$ cat src/rtl/hvmux_spi_rx.sv
// Receive-side decoder for the HV mux serial lines (le_n / clk / din).
// Oversamples the SPI pins and presents each latched switch word as a parallel word.
module hvmux_spi_rx #(
  parameter int SWITCH_N    = 16,
  parameter int SYNC_STAGES = 2
) (
  input  logic                clk,
  input  logic                rst,
  input  logic                spi_le_n,
  input  logic                spi_clk,
  input  logic                spi_din,
  output logic [SWITCH_N-1:0] dout,
  output logic                dvalid,
  output logic                bit_err,
  output logic                busy,
  output logic [7:0]          frame_cnt,
  output logic [7:0]          err_cnt
);
  localparam int CW = $clog2(SWITCH_N + 2);
  localparam logic [CW-1:0] CNT_FULL = CW'(SWITCH_N);
  localparam logic [CW-1:0] CNT_MAX  = CW'(SWITCH_N + 1);

  logic [SYNC_STAGES-1:0] le_sync_q, clk_sync_q, din_sync_q;
  logic                   le_prev_q, clk_prev_q;
  logic                   le_s, clk_s, din_s;
  logic                   clk_rise, le_fall, err_d;
  logic [SWITCH_N-1:0]    shift_q, shift_d, dout_q;
  logic [CW-1:0]          cnt_q, cnt_d;
  logic                   dvalid_q, bit_err_q, busy_q;
  logic [7:0]             frame_q, err_q;

  // Reset values keep le_n idle high and clk idle low so release shows no edge
  always_ff @(posedge clk) begin
    if (rst) begin
      le_sync_q  <= '1;
      clk_sync_q <= '0;
      din_sync_q <= '0;
      le_prev_q  <= 1'b1;
      clk_prev_q <= 1'b0;
    end else begin
      le_sync_q  <= {le_sync_q[SYNC_STAGES-2:0], spi_le_n};
      clk_sync_q <= {clk_sync_q[SYNC_STAGES-2:0], spi_clk};
      din_sync_q <= {din_sync_q[SYNC_STAGES-2:0], spi_din};
      le_prev_q  <= le_s;
      clk_prev_q <= clk_s;
    end
  end

  assign le_s  = le_sync_q[SYNC_STAGES-1];
  assign clk_s = clk_sync_q[SYNC_STAGES-1];
  assign din_s = din_sync_q[SYNC_STAGES-1];

  // Shift is resolved before the latch so a coincident clock rise lands in dout
  always_comb begin
    clk_rise = clk_s & ~clk_prev_q;
    le_fall  = le_prev_q & ~le_s;
    shift_d  = shift_q;
    cnt_d    = cnt_q;
    if (clk_rise) begin
      shift_d = {shift_q[SWITCH_N-2:0], din_s};
      if (cnt_q != CNT_MAX) cnt_d = cnt_q + 1'b1;
    end
    err_d = (cnt_d != CNT_FULL);
  end

  always_ff @(posedge clk) begin
    if (rst) begin
      shift_q   <= '0;
      dout_q    <= '0;
      cnt_q     <= '0;
      dvalid_q  <= 1'b0;
      bit_err_q <= 1'b0;
      busy_q    <= 1'b0;
      frame_q   <= '0;
      err_q     <= '0;
    end else begin
      dvalid_q <= 1'b0;
      shift_q  <= shift_d;
      if (le_fall) begin
        dout_q    <= shift_d;
        dvalid_q  <= 1'b1;
        bit_err_q <= err_d;
        frame_q   <= frame_q + 8'd1;
        if (err_d && (err_q != 8'hFF)) err_q <= err_q + 8'd1;
        cnt_q     <= '0;
        busy_q    <= 1'b0;
      end else begin
        cnt_q <= cnt_d;
        if (clk_rise) busy_q <= 1'b1;
      end
    end
  end

  assign dout      = dout_q;
  assign dvalid    = dvalid_q;
  assign bit_err   = bit_err_q;
  assign busy      = busy_q;
  assign frame_cnt = frame_q;
  assign err_cnt   = err_q;
endmodule

$ cat config.mk
export PLATFORM = sky130hd
export DESIGN_NAME = hvmux_spi_rx
export DESIGN_NICKNAME = d
export VERILOG_FILES = /design/src/rtl/hvmux_spi_rx.sv
export SDC_FILE = /design/constraint.sdc
export NUM_CORES = 1
export LEC_CHECK = 0
export ABC_AREA = 1
export BUFFER_PORTS_ARGS = -buffer_cell sky130_fd_sc_hd__buf_2
export CAP_MARGIN = 20
export CORE_MARGIN = 2
export CORE_UTILIZATION = 54
export CTS_BUF_LIST = sky130_fd_sc_hd__clkbuf_16
export DETAILED_ROUTE_END_ITERATION = 10
export GPL_ROUTABILITY_DRIVEN = 0
export PLACE_DENSITY = 0.87
export SYNTH_ARGS = -nofsm -noshare
export SYNTH_HDL_FRONTEND = slang
export SYNTH_SLANG_ARGS = --single-unit
$ cat constraint.sdc
create_clock -name clk -period 2.2 [get_ports clk]
set_input_delay 0.22 -clock clk [delete_from_list [all_inputs] [get_ports clk]]
set_output_delay 0.22 -clock clk [all_outputs]
set_load 0.01 [all_outputs]
* Word level (Yosys, flattened, before mapping)
Index checks and enable logic that the tools add are counted.
W data, S select, Z words.
** Word-level totals
- Bits in registers :: 64
- Input port bits :: 5
- Output and inout bits :: 35
- Word-level logic and storage cells :: 30
** Cells by class
- $add $sub $neg :: 3
- Equal/unequal tests :: 3
- Muxes and demuxes :: 4
- Bitwise logic cells :: 4
- Reductions and logical operators :: 3
** Operator list (count)
- $add A8 B1 Y8 const B :: 2
- $mux W16 :: 1
- $mux W5 :: 2
- $ne A5 B5 Y1 const B :: 2
- $ne A8 B8 Y1 const B :: 1
- $add A5 B1 Y5 const B :: 1
- $and A1 B1 Y1 :: 2
- $not A1 Y1 :: 2
- $reduce_and A2 Y1 :: 1
- $reduce_or A2 Y1 :: 1
- $logic_and A1 B1 Y1 :: 1
- $mux W1 :: 1

* Longest topological paths before layout
- Word-level depth :: 6
- Depth in mapped cells :: 14
- Gate-level depth less buffers :: 14

* Least setup slack after synthesis
OpenSTA, ideal clock, no wires.
- Kind :: flip-flop to flip-flop
- From :: register cnt_q[1]
- To :: register err_q[0], in the netlist err_cnt[0]
- Arrival time :: 1.444 ns
- Setup slack :: 0.642 ns
- Stages on the path, launching flop included :: 15
- Buffers on the path :: 0
- Clock period less this slack :: 1.558 ns
- Cells stage by stage :: dfxtp_1 -> inv_1 -> ha_1 -> nand2_1 -> inv_1 -> nand2_1 -> nand2_2 -> nand2_2 -> nand2_1 -> nor2_2 -> nand3_4 -> nand3_4 -> nand2_1 -> nand2_1 -> nor2_2
** Between the ends
- Word-level cells in the longest chain between the ends :: 6
** Ends and longest elaborated chain
- start: declaration :: line 28 : logic [CW-1:0] cnt_q, cnt_d;
- start signal: assignment :: line 88 : cnt_q <= cnt_d;
- $add A5 B1 Y5 or $ne A5 B5 Y1 (tied branches) :: line 61 : if (cnt_q != CNT_MAX) cnt_d = cnt_q + 1'b1;
- $mux W5 :: line 61
- $mux W5 (*) :: line 59 : if (clk_rise) begin
- $ne A5 B5 Y1 (*) :: line 63 : err_d = (cnt_d != CNT_FULL);
- $logic_and A1 B1 Y1 (*) :: line 84 : if (err_d && (err_q != 8'hFF)) err_q <= err_q + 8'd1;
- $reduce_and A2 Y1 (no source line) (*)
- end signal: assignment :: line 84
- end: declaration :: line 30 : logic [7:0] frame_q, err_q;
Every way passes the cells marked *; elsewhere a longest branch is shown, timed or not.
A chain may end at the register's enable or synchronous reset.

* Final worst setup path
Same ends and word-level chain as after synthesis.

==> impl_metrics.toml <==
[route]
via_count_of_the_routed_design = 2173
drtAntennaViolNets = 0
drc = 0
detail_route.wl_per_cell_um = 12.5
first_iter_violations = 150
viasPerCell = 5.24
drt-pass1-iter-count = 4
drt-total-wl_mm = 5.20

[floorplanning]
number_of_i_o_pins = 40
dieArea_mm2 = 0.00519
die-height_um = 72.0
placement_rows = 24
initial_core_util_pct = 56.6
die_w_um = 72.0
floorplan.core_area_mm2 = 0.00441

[yosys]
synth_top_area_cell = "sky130_fd_sc_hd__dfxtp_1"
synth_most_common_cell = "sky130_fd_sc_hd__nand2_1"
synth_async_sr_flop_share_pct = 0
avgSynthCellArea_um2 = 7.86
synth_fp_nets = 327
synth_ff_type = "sky130_fd_sc_hd__dfxtp_1"
netlist-cell-type-count = 29
netlist_instances = 318
synth-edff-count = 0
ys_seq_area_share_pct = 51.3
mappedNetlistArea_mm2 = 0.00250
ys_top_cells_by_area = "sky130_fd_sc_hd__dfxtp_1, sky130_fd_sc_hd__nand2_1, sky130_fd_sc_hd__a21oi_1"
synth_common_cells = "sky130_fd_sc_hd__nand2_1, sky130_fd_sc_hd__dfxtp_1, sky130_fd_sc_hd__a21oi_1, sky130_fd_sc_hd__nand3_1, sky130_fd_sc_hd__inv_1"
synth-warning-count = 0
yosys.area.top_type_share_pct = 51.3
number_of_flip_flops_and_latches_in_the_synthesized_netlist = 64

[clock_network]
htree_num_levels = 3
cts_made_buffers = 9
tritoncts_clock_tree = "done"
root_buffer = "sky130_fd_sc_hd__clkbuf_16"
cts.repair.resized = 0
clock_latency_ns = 0.32
post-cts-setup-buffer-count = 0
tritoncts_num_sinks = 64
cts_hold_repair.buffers = 0
cts.reportedPaths.clkPinSlew_ns = 0.05
clock_tree.buffer_depth = 2

[grt]
grtUsageMet1_pct = 25.1
grt.met3_usage_pct = 7.92
maximum_number_of_pins_on_one_net_before_global_route_repair = 35
met2_usage_pct = 37.9
first_global_vias = 2100
globalRoute.busiestLayer = "met2"
grt_use_total_pct = 22.4
antenna_found_initial = 0
overflow = 0
grt_pass1_wl_mm = 8.97

[min_path]
timing.hold.worst.start = "spi_le_n"
whs_path_depth = 2
min_path_type = "in2reg"

[sta]
maxSlewViolCount = 0
clock_skew_ns = 0.00436
timing.slew.headroom_pct = 76.9
timing_worst_slew_pin_value_ns = 0.346
max_freq_ghz = 0.576
fin_tns_setup_ns = 0
finalCritPeriodShare_pct = 78.9
finalWorstPathRequiredPeriod_ns = 1.74
grt_setup_unrepaired = "false"
setup_viol_count_final = 0
timing.final.hold_violations = 0

[cells_and_area]
post_route_cells_drive_above_1_share_pct = 19.0
syn_to_final_growth_pct = 19.4
post-route-util_pct = 67.6
nFillCells = 348
nets_finish = 370
post-route-cell-area_mm2 = 0.00298
insertedDiodeCount = 0

[worst_setup_path]
worst-endpoint-required_ns = 2.42
critical_path.endpoint_type = "flip-flop"
crit_type = "reg2reg"
cp.arrival_ns = 1.95
worst_reg2reg_path_depth = 14
timing.critical_path.from = "cnt_q[1]"
crit-reg2reg-launch = "cnt_q[1]"
worstSetupStartpointType = "flip-flop"
path_max_fanout = 9

[placed_design]
hpwlAfterDp_mm = 3.48
io_buffers = 39
placement.cell_area_mm2 = 0.00274

[power]
pwr_density_cell_mw_per_mm2 = 834
vdd_drop_max_uv = 478
leakagePower_nw = 1.34

[run]
max-cap-violations = 0

[status]
outcome = "finished clean"
[per-layer routing]
layer	vias to the layer above	part of all wire, %
met1	998	44
li1	1110	-
met4	0	2.2
met3	13	5.5
met2	52	48
met5	-	0
[path summary, 6_finish.rpt]
| kind | end | slack, ns |
|---|---|---|
| worst max-delay path | err_cnt[0] | 0.46 |
| worst min-delay path | le_sync_q[0] | 0.08 |
| worst max register to register | err_cnt[0] | 0.46 |
| worst min register to register | le_sync_q[1] | 0.40 |
[area by class of cell]
cell class | count | area [um2] | share of cell area [%]
clock buffer | 9 | 225 | 7.55
sequential | 64 | 1280 | 43.0
multi-input combinational | 218 | 1070 | 35.8
timing repair buffer | 45 | 240 | 8.05
tap | 52 | 65.1 | 2.18
clock inverter | 4 | 16.3 | 0.545
inverter | 23 | 86.3 | 2.89
[critical path: stages (launching register included)]
cell	delay, ns
sky130_fd_sc_hd__dfxtp_1	0.38
sky130_fd_sc_hd__inv_1	0.06
sky130_fd_sc_hd__ha_1	0.17
sky130_fd_sc_hd__nand2_1	0.06
sky130_fd_sc_hd__inv_1	0.04
sky130_fd_sc_hd__nand2_1	0.10
sky130_fd_sc_hd__nand2_2	0.07
sky130_fd_sc_hd__nand2_1	0.09
sky130_fd_sc_hd__nand2_1	0.07
sky130_fd_sc_hd__nor2_2	0.12
sky130_fd_sc_hd__nand3_4	0.14
sky130_fd_sc_hd__nand3_4	0.15
sky130_fd_sc_hd__nand2_1	0.07
sky130_fd_sc_hd__nand2_1	0.07
sky130_fd_sc_hd__nor2_2	0.03
[cell families (layout without fill, tap and decap cells)]
logic type / after synthesis / after routing / share of synthesized area (%)
simple gates: 170 / 170 / 30.9
flops: 64 / 64 / 51.3
compound gates: 38 / 38 / 7.71
buf+inv: 36 / 81 / 5.96
xor+xnor: 6 / 6 / 2.10
fa+ha+maj: 4 / 4 / 2.00
[through the flow]
stage               setup slack [ns]  std cells  hold slack [ns]  total power (W)
floorplan                      0.642        318            0.324          0.00129
global placement               0.565        402            0.394          0.00133
detailed placement             0.451        402            0.393          0.00133
CTS                            0.467        415           0.0750          0.00250
global route                   0.281        415           0.0874          0.00256
finish                         0.464        415           0.0785          0.00249
[registers in the layout, indices dropped and copies added, names as in the netlist]
register,flops
busy,1
bit_err,1
le_sync_q,2
clk_sync_q,2
frame_cnt,8
dout,16
dvalid,1
din_sync_q,2
clk_prev_q,1
le_prev_q,1
err_cnt,8
cnt_q,5
shift_q,16
[power breakdown]
part,internal (W),leakage [nW],switching (W)
Sequential,0.00118,0.518,0.0000193
Combinational,0.0000370,0.701,0.0000728
Clock,0.000726,0.123,0.000451
Total,0.00194,1.34,0.000543
[cell usage in the layout (no fill, tap or decap), drive strengths merged]
cell / Yosys / routed
nand2: 101 / 101
dfxtp: 64 / 64
buf: 6 / 45
a21oi: 33 / 33
nand3: 28 / 28
inv: 23 / 24
nor2: 23 / 23
nand4: 9 / 9
clkbuf: 7 / 9
xor2: 5 / 5
o21ai: 4 / 4
ha: 4 / 4
nor3: 3 / 3
clkinv: 0 / 3
nand3b: 2 / 2
or2: 2 / 2
nor3b: 1 / 1
and3: 1 / 1
o21bai: 1 / 1
xnor2: 1 / 1
Note: power is estimated with default switching activity, not from simulation.
